[config.mk]
export PLATFORM = sky130hd
export DESIGN_NAME = sseg_mux_driver
export DESIGN_NICKNAME = d
export VERILOG_FILES = /design/src/rtl/sseg_mux_driver.sv
export SDC_FILE = /design/constraint.sdc
export NUM_CORES = 1
export LEC_CHECK = 0
export ABC_CLOCK_PERIOD_IN_PS = 3320
export CORE_ASPECT_RATIO = 0.6
export CORE_MARGIN = 2
export CORE_UTILIZATION = 44
export CTS_BUF_LIST = sky130_fd_sc_hd__clkbuf_2 sky130_fd_sc_hd__clkbuf_4 sky130_fd_sc_hd__clkbuf_8
export DETAILED_ROUTE_END_ITERATION = 7
export GPL_ROUTABILITY_DRIVEN = 1
export HOLD_SLACK_MARGIN = 0.02
export MAX_ROUTING_LAYER = met4
export PLACE_DENSITY_LB_ADDON = 0.2
export SYNTH_ARGS = -nofsm -noshare
export SYNTH_HDL_FRONTEND = slang
export SYNTH_SLANG_ARGS = --single-unit
[constraint.sdc]
create_clock -name i_clk -period 3.32 [get_ports i_clk]
set_input_delay 0.664 -clock i_clk [delete_from_list [all_inputs] [get_ports i_clk]]
set_output_delay 0.664 -clock i_clk [all_outputs]
set_load 0.05 [all_outputs]
[src/rtl/sseg_mux_driver.sv]
// Time-multiplexed seven-segment driver: per-slot blanking, 16-step PWM brightness,
// per-digit enable, hex or raw patterns, and a frame strobe at the start of slot 0.
module sseg_mux_driver #(
    parameter int N_DIGITS     = 4,
    parameter int BLANK_CYCLES = 1000,
    parameter int ON_CYCLES    = 99008,
    parameter bit SEG_ACT_LOW  = 1'b1,
    parameter bit SEL_ACT_LOW  = 1'b0
) (
    input  logic                    i_clk,
    input  logic                    i_rst_n,
    input  logic [4*N_DIGITS-1:0]   i_hex,
    input  logic [N_DIGITS-1:0]     i_dp,
    input  logic [8*N_DIGITS-1:0]   i_raw,
    input  logic                    i_raw_mode,
    input  logic [N_DIGITS-1:0]     i_digit_en,
    input  logic [3:0]              i_bright,
    output logic [7:0]              o_sseg_n,
    output logic [N_DIGITS-1:0]     o_ldsel,
    output logic                    o_frame_strobe
);

    localparam int SUB_CYCLES = ON_CYCLES / 16;
    localparam int CTR_MAX    = (BLANK_CYCLES > SUB_CYCLES) ? BLANK_CYCLES : SUB_CYCLES;
    localparam int CTR_W      = $clog2(CTR_MAX + 1);
    localparam int IDX_W      = $clog2(N_DIGITS);

    localparam logic [CTR_W-1:0]    BLANK_LAST = CTR_W'(BLANK_CYCLES - 1);
    localparam logic [CTR_W-1:0]    SUB_LAST   = CTR_W'(SUB_CYCLES - 1);
    localparam logic [IDX_W-1:0]    IDX_LAST   = IDX_W'(N_DIGITS - 1);
    localparam logic [7:0]          SEG_OFF    = SEG_ACT_LOW ? 8'hFF : 8'h00;
    localparam logic [N_DIGITS-1:0] SEL_IDLE   = SEL_ACT_LOW ? '1 : '0;

    typedef enum logic {ST_BLANK, ST_ON} state_t;

    state_t               state_q, state_d;
    logic [CTR_W-1:0]     ctr_q, ctr_d;
    logic [3:0]           sub_q, sub_d;
    logic [IDX_W-1:0]     idx_q, idx_d;
    logic [7:0]           pat_q, pat_d;
    logic                 en_q, en_d;
    logic [3:0]           bright_q, bright_d;
    logic [7:0]           sseg_q, sseg_d;
    logic [N_DIGITS-1:0]  ldsel_q, ldsel_d;
    logic                 strobe_q, strobe_d;

    logic                 slot_entry;
    logic                 lit;
    logic [3:0]           nib;
    logic [7:0]           raw_pat;
    logic                 dp_bit;
    logic                 en_bit;
    logic [N_DIGITS-1:0]  sel_hot;

    // Active-high segment decode {g,f,e,d,c,b,a}; b and d are lower-case glyphs.
    function automatic logic [6:0] hex_to_seg(input logic [3:0] h);
        case (h)
            4'h0: hex_to_seg = 7'h3F;
            4'h1: hex_to_seg = 7'h06;
            4'h2: hex_to_seg = 7'h5B;
            4'h3: hex_to_seg = 7'h4F;
            4'h4: hex_to_seg = 7'h66;
            4'h5: hex_to_seg = 7'h6D;
            4'h6: hex_to_seg = 7'h7D;
            4'h7: hex_to_seg = 7'h07;
            4'h8: hex_to_seg = 7'h7F;
            4'h9: hex_to_seg = 7'h6F;
            4'hA: hex_to_seg = 7'h77;
            4'hB: hex_to_seg = 7'h7C;
            4'hC: hex_to_seg = 7'h39;
            4'hD: hex_to_seg = 7'h5E;
            4'hE: hex_to_seg = 7'h79;
            default: hex_to_seg = 7'h71;
        endcase
    endfunction

    always_comb begin
        state_d  = state_q;
        ctr_d    = ctr_q;
        sub_d    = sub_q;
        idx_d    = idx_q;
        pat_d    = pat_q;
        en_d     = en_q;
        bright_d = bright_q;
        nib      = '0;
        raw_pat  = '0;
        dp_bit   = 1'b0;
        en_bit   = 1'b0;
        sel_hot  = '0;

        for (int k = 0; k < N_DIGITS; k++) begin
            if (idx_q == IDX_W'(k)) begin
                nib        = i_hex[4*k +: 4];
                raw_pat    = i_raw[8*k +: 8];
                dp_bit     = i_dp[k];
                en_bit     = i_digit_en[k];
                sel_hot[k] = 1'b1;
            end
        end

        // Everything shown during a slot is captured once, so mid-slot input changes never glitch.
        slot_entry = (state_q == ST_BLANK) && (ctr_q == '0);
        if (slot_entry) begin
            pat_d    = i_raw_mode ? raw_pat : {dp_bit, hex_to_seg(nib)};
            en_d     = en_bit;
            bright_d = i_bright;
        end

        case (state_q)
            ST_BLANK: begin
                if (ctr_q == BLANK_LAST) begin
                    state_d = ST_ON;
                    ctr_d   = '0;
                    sub_d   = '0;
                end else begin
                    ctr_d = ctr_q + CTR_W'(1);
                end
            end
            default: begin
                if (ctr_q == SUB_LAST) begin
                    ctr_d = '0;
                    if (sub_q == 4'hF) begin
                        state_d = ST_BLANK;
                        idx_d   = (idx_q == IDX_LAST) ? '0 : idx_q + IDX_W'(1);
                    end else begin
                        sub_d = sub_q + 4'd1;
                    end
                end else begin
                    ctr_d = ctr_q + CTR_W'(1);
                end
            end
        endcase

        lit      = (state_q == ST_ON) && en_q && (sub_q <= bright_q);
        ldsel_d  = lit ? (SEL_ACT_LOW ? ~sel_hot : sel_hot) : SEL_IDLE;
        sseg_d   = lit ? (SEG_ACT_LOW ? ~pat_q : pat_q) : SEG_OFF;
        strobe_d = slot_entry && (idx_q == '0);
    end

    always_ff @(posedge i_clk) begin
        if (!i_rst_n) begin
            state_q  <= ST_BLANK;
            ctr_q    <= '0;
            sub_q    <= '0;
            idx_q    <= '0;
            pat_q    <= '0;
            en_q     <= 1'b0;
            bright_q <= '0;
            sseg_q   <= SEG_OFF;
            ldsel_q  <= SEL_IDLE;
            strobe_q <= 1'b0;
        end else begin
            state_q  <= state_d;
            ctr_q    <= ctr_d;
            sub_q    <= sub_d;
            idx_q    <= idx_d;
            pat_q    <= pat_d;
            en_q     <= en_d;
            bright_q <= bright_d;
            sseg_q   <= sseg_d;
            ldsel_q  <= ldsel_d;
            strobe_q <= strobe_d;
        end
    end

    assign o_sseg_n       = sseg_q;
    assign o_ldsel        = ldsel_q;
    assign o_frame_strobe = strobe_q;

endmodule

=== Yosys cells after proc, flatten, opt, wreduce, memory -nomap -nowiden ===
Memory sizes are Yosys's and may differ from the RTL's.
Cells that the tools add are included.

* Add/subtract/negate cells: 3
* Order comparisons: 1
* Equal/unequal tests: 8
* Multiplexer cells: 33
* Bitwise logic cells: 2
* Reductions and logical operators: 10

{| class="wikitable"
|+ Operators with widths
! cell !! count
|-
| 8-bit two-way mux || 5
|-
| 13-bit two-way mux || 3
|-
| 4-bit two-way mux || 8
|-
| 1-bit two-way mux || 16
|-
| 13-bit by 1-bit adder with 13-bit output, second input constant || 1
|-
| 13-bit by 10-bit == test with 1-bit output, second input constant || 1
|-
| 13-bit == test, second input constant || 1
|-
| 13-bit zero test || 1
|-
| 8-bit NOT || 1
|-
| 3-bit AND reduction || 2
|-
| 4-bit by 1-bit adder with 4-bit output, second input constant || 1
|-
| 2-bit == test, second input constant || 2
|-
| 4-bit == test, second input constant || 1
|-
| 4-bit <= comparator || 1
|-
| 1-bit logical AND || 4
|-
| 2-bit by 1-bit adder with 2-bit output, second input constant || 1
|-
| 2-bit by 1-bit == test with 1-bit output, second input constant || 1
|-
| 2-bit zero test || 1
|-
| 2-bit two-way mux || 1
|-
| 2-bit by 1-bit inequality test with 1-bit output, second input constant || 1
|-
| 2-bit inequality test, second input constant || 1
|-
| 2-bit AND reduction || 1
|-
| 2-bit nonzero test || 1
|-
| 1-bit NOT || 1
|}

* Bits in registers: 46
* Bits in read-only memories: 112
* Input port bits: 63
* Output and inout port bits: 13
* Logic and storage cells: 68
* Memories: 1

{| class="wikitable"
|+ Memories
! name !! words !! width !! read ports !! clocked after Yosys merged registers in !! wr ports !! line !! RTL
|-
| (no name shown) || 16 || 7 || 1 || 0 || 0 || 57 || <nowiki>case (h)</nowiki>
|}

=== Logic depth before layout (Yosys ltp) ===
An unclocked memory read counts as a cell.

* Word-level depth: 7
* Depth in mapped cells: 12
* Gate-level depth less buffers: 11

=== Worst setup path after synthesis ===
No wires, ideal clock.

* Kind: reg-to-reg
* From: register idx_q[0]
* To: register pat_q[1]
* Library setup time: 0.125 ns
* Data arrival time: 2.269 ns
* Slack: 0.926 ns
* Cell stages (with the launch flop): 11
* Buffers on the path: 1
* Clock period less this slack: 2.394 ns
* Cell sequence: dfxtp_1 > inv_1 > ha_1 > or2_2 > clkbuf_1 > o221a_2 > inv_1 > ha_1 > or4_1 > o2111ai_1 > a21boi_0

* Longest elaborated chain between the ends: 7
* Elaborated cells on any way between the ends: 14
* Those cells by class: 3 x eq/ne; 9 x mux; 1 x reduce/logical; 1 x memory

{| class="wikitable"
|+ Ends and longest elaborated chain
! what !! line !! RTL
|-
| start, declared || 39 || <nowiki>logic [IDX_W-1:0] idx_q, idx_d;</nowiki>
|-
| start signal, assigned || 156 || <nowiki>idx_q <= idx_d;</nowiki>
|-
| 2-bit zero test || 92 || <nowiki>if (idx_q == IDX_W'(k)) begin</nowiki>
|-
| 4-bit two-way mux (4 in series) || 92 ||
|-
| memory 16 x 7 bit || n/a ||
|-
| 8-bit two-way mux * || 104 || <nowiki>pat_d = i_raw_mode ? raw_pat : {dp_bit, hex_to_seg(nib)};</nowiki>
|-
| end signal, assigned || 157 || <nowiki>pat_q <= pat_d;</nowiki>
|-
| end, declared || 40 || <nowiki>logic [7:0] pat_q, pat_d;</nowiki>
|}

Mark *: on every way between the ends. The rest lies on a longest branch, timed or not.
A chain may end at the register's enable or synchronous reset.

=== Final worst setup path ===
Ends and elaborated chain as after synthesis.

==> impl_metrics.env <==
export IMPL_status="complete, no violations"
export IMPL_clock_sinks=46
export IMPL_clk_pin_slew_ps=90
export IMPL_layout_cells_non_filler=461
export IMPL_p_per_area_nw_per_um2=363
export IMPL_cts_resized_gates=0
export IMPL_synth_nets=389
export IMPL_syn_area_um2=2680
export IMPL_row_count=21
export IMPL_area_growth_pct=35.7
export IMPL_ys_seq_area_share_pct=34.4
export IMPL_wl_per_cell_um=15.4
export IMPL_crit_type="reg -> reg"
export IMPL_critPathArrivalTime_ps=2980
export IMPL_antenna_found_initial=0
export IMPL_irDropWorstVdd_v=0.000265
export IMPL_busiest_layer="met1"
export IMPL_synthCells=308
export IMPL_cts_root_buf="clkbuf_8"
export IMPL_synth_edff_count=0
export IMPL_cp_max_fo=20
export IMPL_hold_slack_ps=384
export IMPL_yosys_warnings=0
export IMPL_cts_setup_buffers=0
export IMPL_place_congestion=0.876
export IMPL_r2r_setup_slack_ps=520
export IMPL_core_area_um2=5730
export IMPL_fin_worst_skew_ps=3.16
export IMPL_h_tree_depth=2
export IMPL_initial_core_util_pct=46.7
export IMPL_die_h_um=64.4
export IMPL_fin_tns_setup_ps=0
export IMPL_timing_rr_end="pat_q[1]"
export IMPL_fin_nets=461
export IMPL_cp_cell_sequence="ha_1 -> o21ai_0 -> o221a_2 -> inv_1 -> ha_1 -> or4_1 -> o2111ai_1 -> a21boi_0"
export IMPL_crit_family="adder cells"
export IMPL_hold_viol_final=0
export IMPL_drt_iter0_markers=114
export IMPL_path_common_cell="ha_1"
export IMPL_grt_pass1_vias=2265
export IMPL_timing_rr_start="idx_q[0]"
export IMPL_reg2reg_depth=8
export IMPL_cts_tree="done"
export IMPL_tightest_slew_ps=674
export IMPL_setup_viol=0
export IMPL_crit_buf_inv=1
export IMPL_num_vias=2462
export IMPL_hold_depth=1
export IMPL_p_leak_nw=1.40
export IMPL_hold_path_end="o_sseg_n[4]"
export IMPL_cts_path_max_buffers=2
export IMPL_drc_errors=0
export IMPL_grtUsageMet3_pct=5.03
export IMPL_place_hpwl_um=5690
export IMPL_die_w_um=105
export IMPL_port_buffers=75
export IMPL_dieArea_um2=6740
export IMPL_io_pins=76
export IMPL_diodes=0
export IMPL_overflow=0
export IMPL_synth_distinct_cells=50
export IMPL_avgSynthCellArea_um2=8.69
export IMPL_slowest_delay_ps=620
export IMPL_slew_viol_final=0
export IMPL_max_cap_violations=0
export IMPL_clkLatencyLatePin_ps=300
export IMPL_vias_per_cell=5.34
export IMPL_cp_startpoint="idx_q[0]"
export IMPL_use_met1_pct=33.6
export IMPL_rsz0062_at_grt="false"
export IMPL_max_freq_mhz=357
export IMPL_place_area_um2=3490
export IMPL_ant_nets=0
export IMPL_drive_gt1_share_pct=6.82
export IMPL_ys_seq_elements=46
export IMPL_slew_headroom_pct=55.1
export IMPL_hold_start="pat_q[4]"
export IMPL_worstHoldPathType="reg -> reg"
export IMPL_grt_max_degree=21
export IMPL_ys_flop_type="dfxtp_1"
export IMPL_grt_pass1_wl_um=11400
export IMPL_postCtsHoldBufs=0
export IMPL_firstDrtPassIters=4
export IMPL_met2_usage_pct=29.2
export IMPL_cp_slowest_cell="ha_1"
export IMPL_design_area_um2=3630
export IMPL_dp_cells=453
export IMPL_wl_um=7120
export IMPL_gr_usage_all_layers_pct=22.0
export IMPL_post_route_period_util_pct=84.3
export IMPL_cp_required_ps=3510
export IMPL_numCtsBuffers=5
export IMPL_async_flop_share_pct=0
export IMPL_end_kind="flip-flop"
export IMPL_start_kind="flip-flop"
export IMPL_min_period_ps=2800
## through the flow
| stage | utilization (%) | total power [mW] | worst slack, ps |
|---|---|---|---|
| 3_5_place_dp | 60.9 | 0.816 | 417 |
| 6_report | 63.4 | 1.32 | 522 |
| 3_3_place_gp | 60.9 | 0.813 | 486 |
| 5_1_grt | 63.4 | 1.37 | 283 |
| 2_1_floorplan | - | 0.720 | 926 |
| 4_1_cts | 63.4 | 1.32 | 518 |
## power by group
part	internal (mW)	switching, mW	total, mW
sequential	0.574	0.0126	0.587
combinational	0.127	0.0906	0.218
clock	0.321	0.192	0.513
## logic make-up (layout without fill, tap and decap cells)
logic type      count (synthesis)  after routing  share of synthesized area [%]
compound gates                 65             65                           19.3
xor+xnor                       11             11                           3.60
fa+ha+maj                      18             18                           8.42
buf+inv                        34            107                           5.75
flops                          46             46                           34.4
mux                            12             12                           4.58
simple gates                  122            122                           23.9
## state kept, by name, indices dropped and copies added (netlist names)
register,count
pat_q,8
o_frame_strobe,1
o_sseg_n,8
sub_q,4
state_q,1
o_ldsel,4
bright_q,4
ctr_q,13
en_q,1
idx_q,2
## layout make-up
cell class                 count  area [µm²]
inverter                      17        63.8
fill                         530        2100
timing repair buffer          82         803
multi-input combinational    228        1600
sequential                    46         921
clock buffer                   6        82.6
clock inverter                 2        60.1
tap                           80         100
## worst max-delay path by stage
| stage | endpoint | depth (start not counted) |
|---|---|---|
| floorplan | pat_q[1] | 10 |
| global placement | pat_q[1] | 9 |
| detailed placement | pat_q[1] | 9 |
| CTS | pat_q[1] | 8 |
| global route | pat_q[3] | 10 |
| finish | pat_q[1] | 8 |
## Yosys cell counts, types with 3 or more instances
cell | n | area, µm²
nand4_1 | 8 | 50.1
nor3b_1 | 3 | 22.5
ha_1 | 18 | 225
nand2b_1 | 6 | 37.5
nand3b_1 | 3 | 22.5
o21ai_0 | 9 | 45.0
dfxtp_1 | 46 | 921
a211oi_1 | 3 | 22.5
o2111ai_1 | 3 | 26.3
nor3_1 | 3 | 15.0
mux2i_1 | 10 | 100
xor2_1 | 8 | 70.1
o311ai_0 | 3 | 26.3
o221a_2 | 3 | 33.8
a221oi_1 | 5 | 43.8
and2_1 | 5 | 31.3
a21oi_1 | 7 | 35.0
buf_2 | 3 | 15.0
nand2_1 | 34 | 128
nor2_1 | 24 | 90.1
a221o_1 | 4 | 40.0
or2_2 | 3 | 18.8
xnor2_1 | 3 | 26.3
nor2b_1 | 14 | 87.6
nand3_1 | 8 | 40.0
inv_1 | 17 | 63.8
a21boi_0 | 7 | 52.6
a31oi_1 | 4 | 25.0
clkbuf_1 | 11 | 41.3
## layer usage
| metal | up-vias | part of all wire, % | wire (µm) |
|---|---|---|---|
| li1 | 1236 | - | - |
| met1 | 1149 | 52 | 3720 |
| met2 | 66 | 40 | 2870 |
| met3 | 11 | 6.4 | 453 |
| met4 | 0 | 1.0 | 72 |
| met5 | - | 0 | 0 |
## cells in the final DEF, fill, tap and decap left out, types with 3 or more instances in the layout
master and n:
o221a_2 3, and2_1 5, a31oi_1 4, o311ai_0 3
a21boi_0 7, xor2_1 8, o21ai_0 9, clkbuf_8 6
o2111ai_1 3, nand4_1 8, a221oi_1 5, a211oi_1 3
nand2_1 34, a21oi_1 7, nand3b_1 3, or2_2 3
nand3_1 8, mux2i_1 10, buf_4 7, nand2b_1 6
xnor2_1 3, clkdlybuf4s50_1 75, nor2_1 24, ha_1 18
dfxtp_1 46, nor3b_1 3, nor2b_1 14, inv_1 17
nor3_1 3, a221o_1 4
Note: power is estimated with default switching activity, not from simulation.
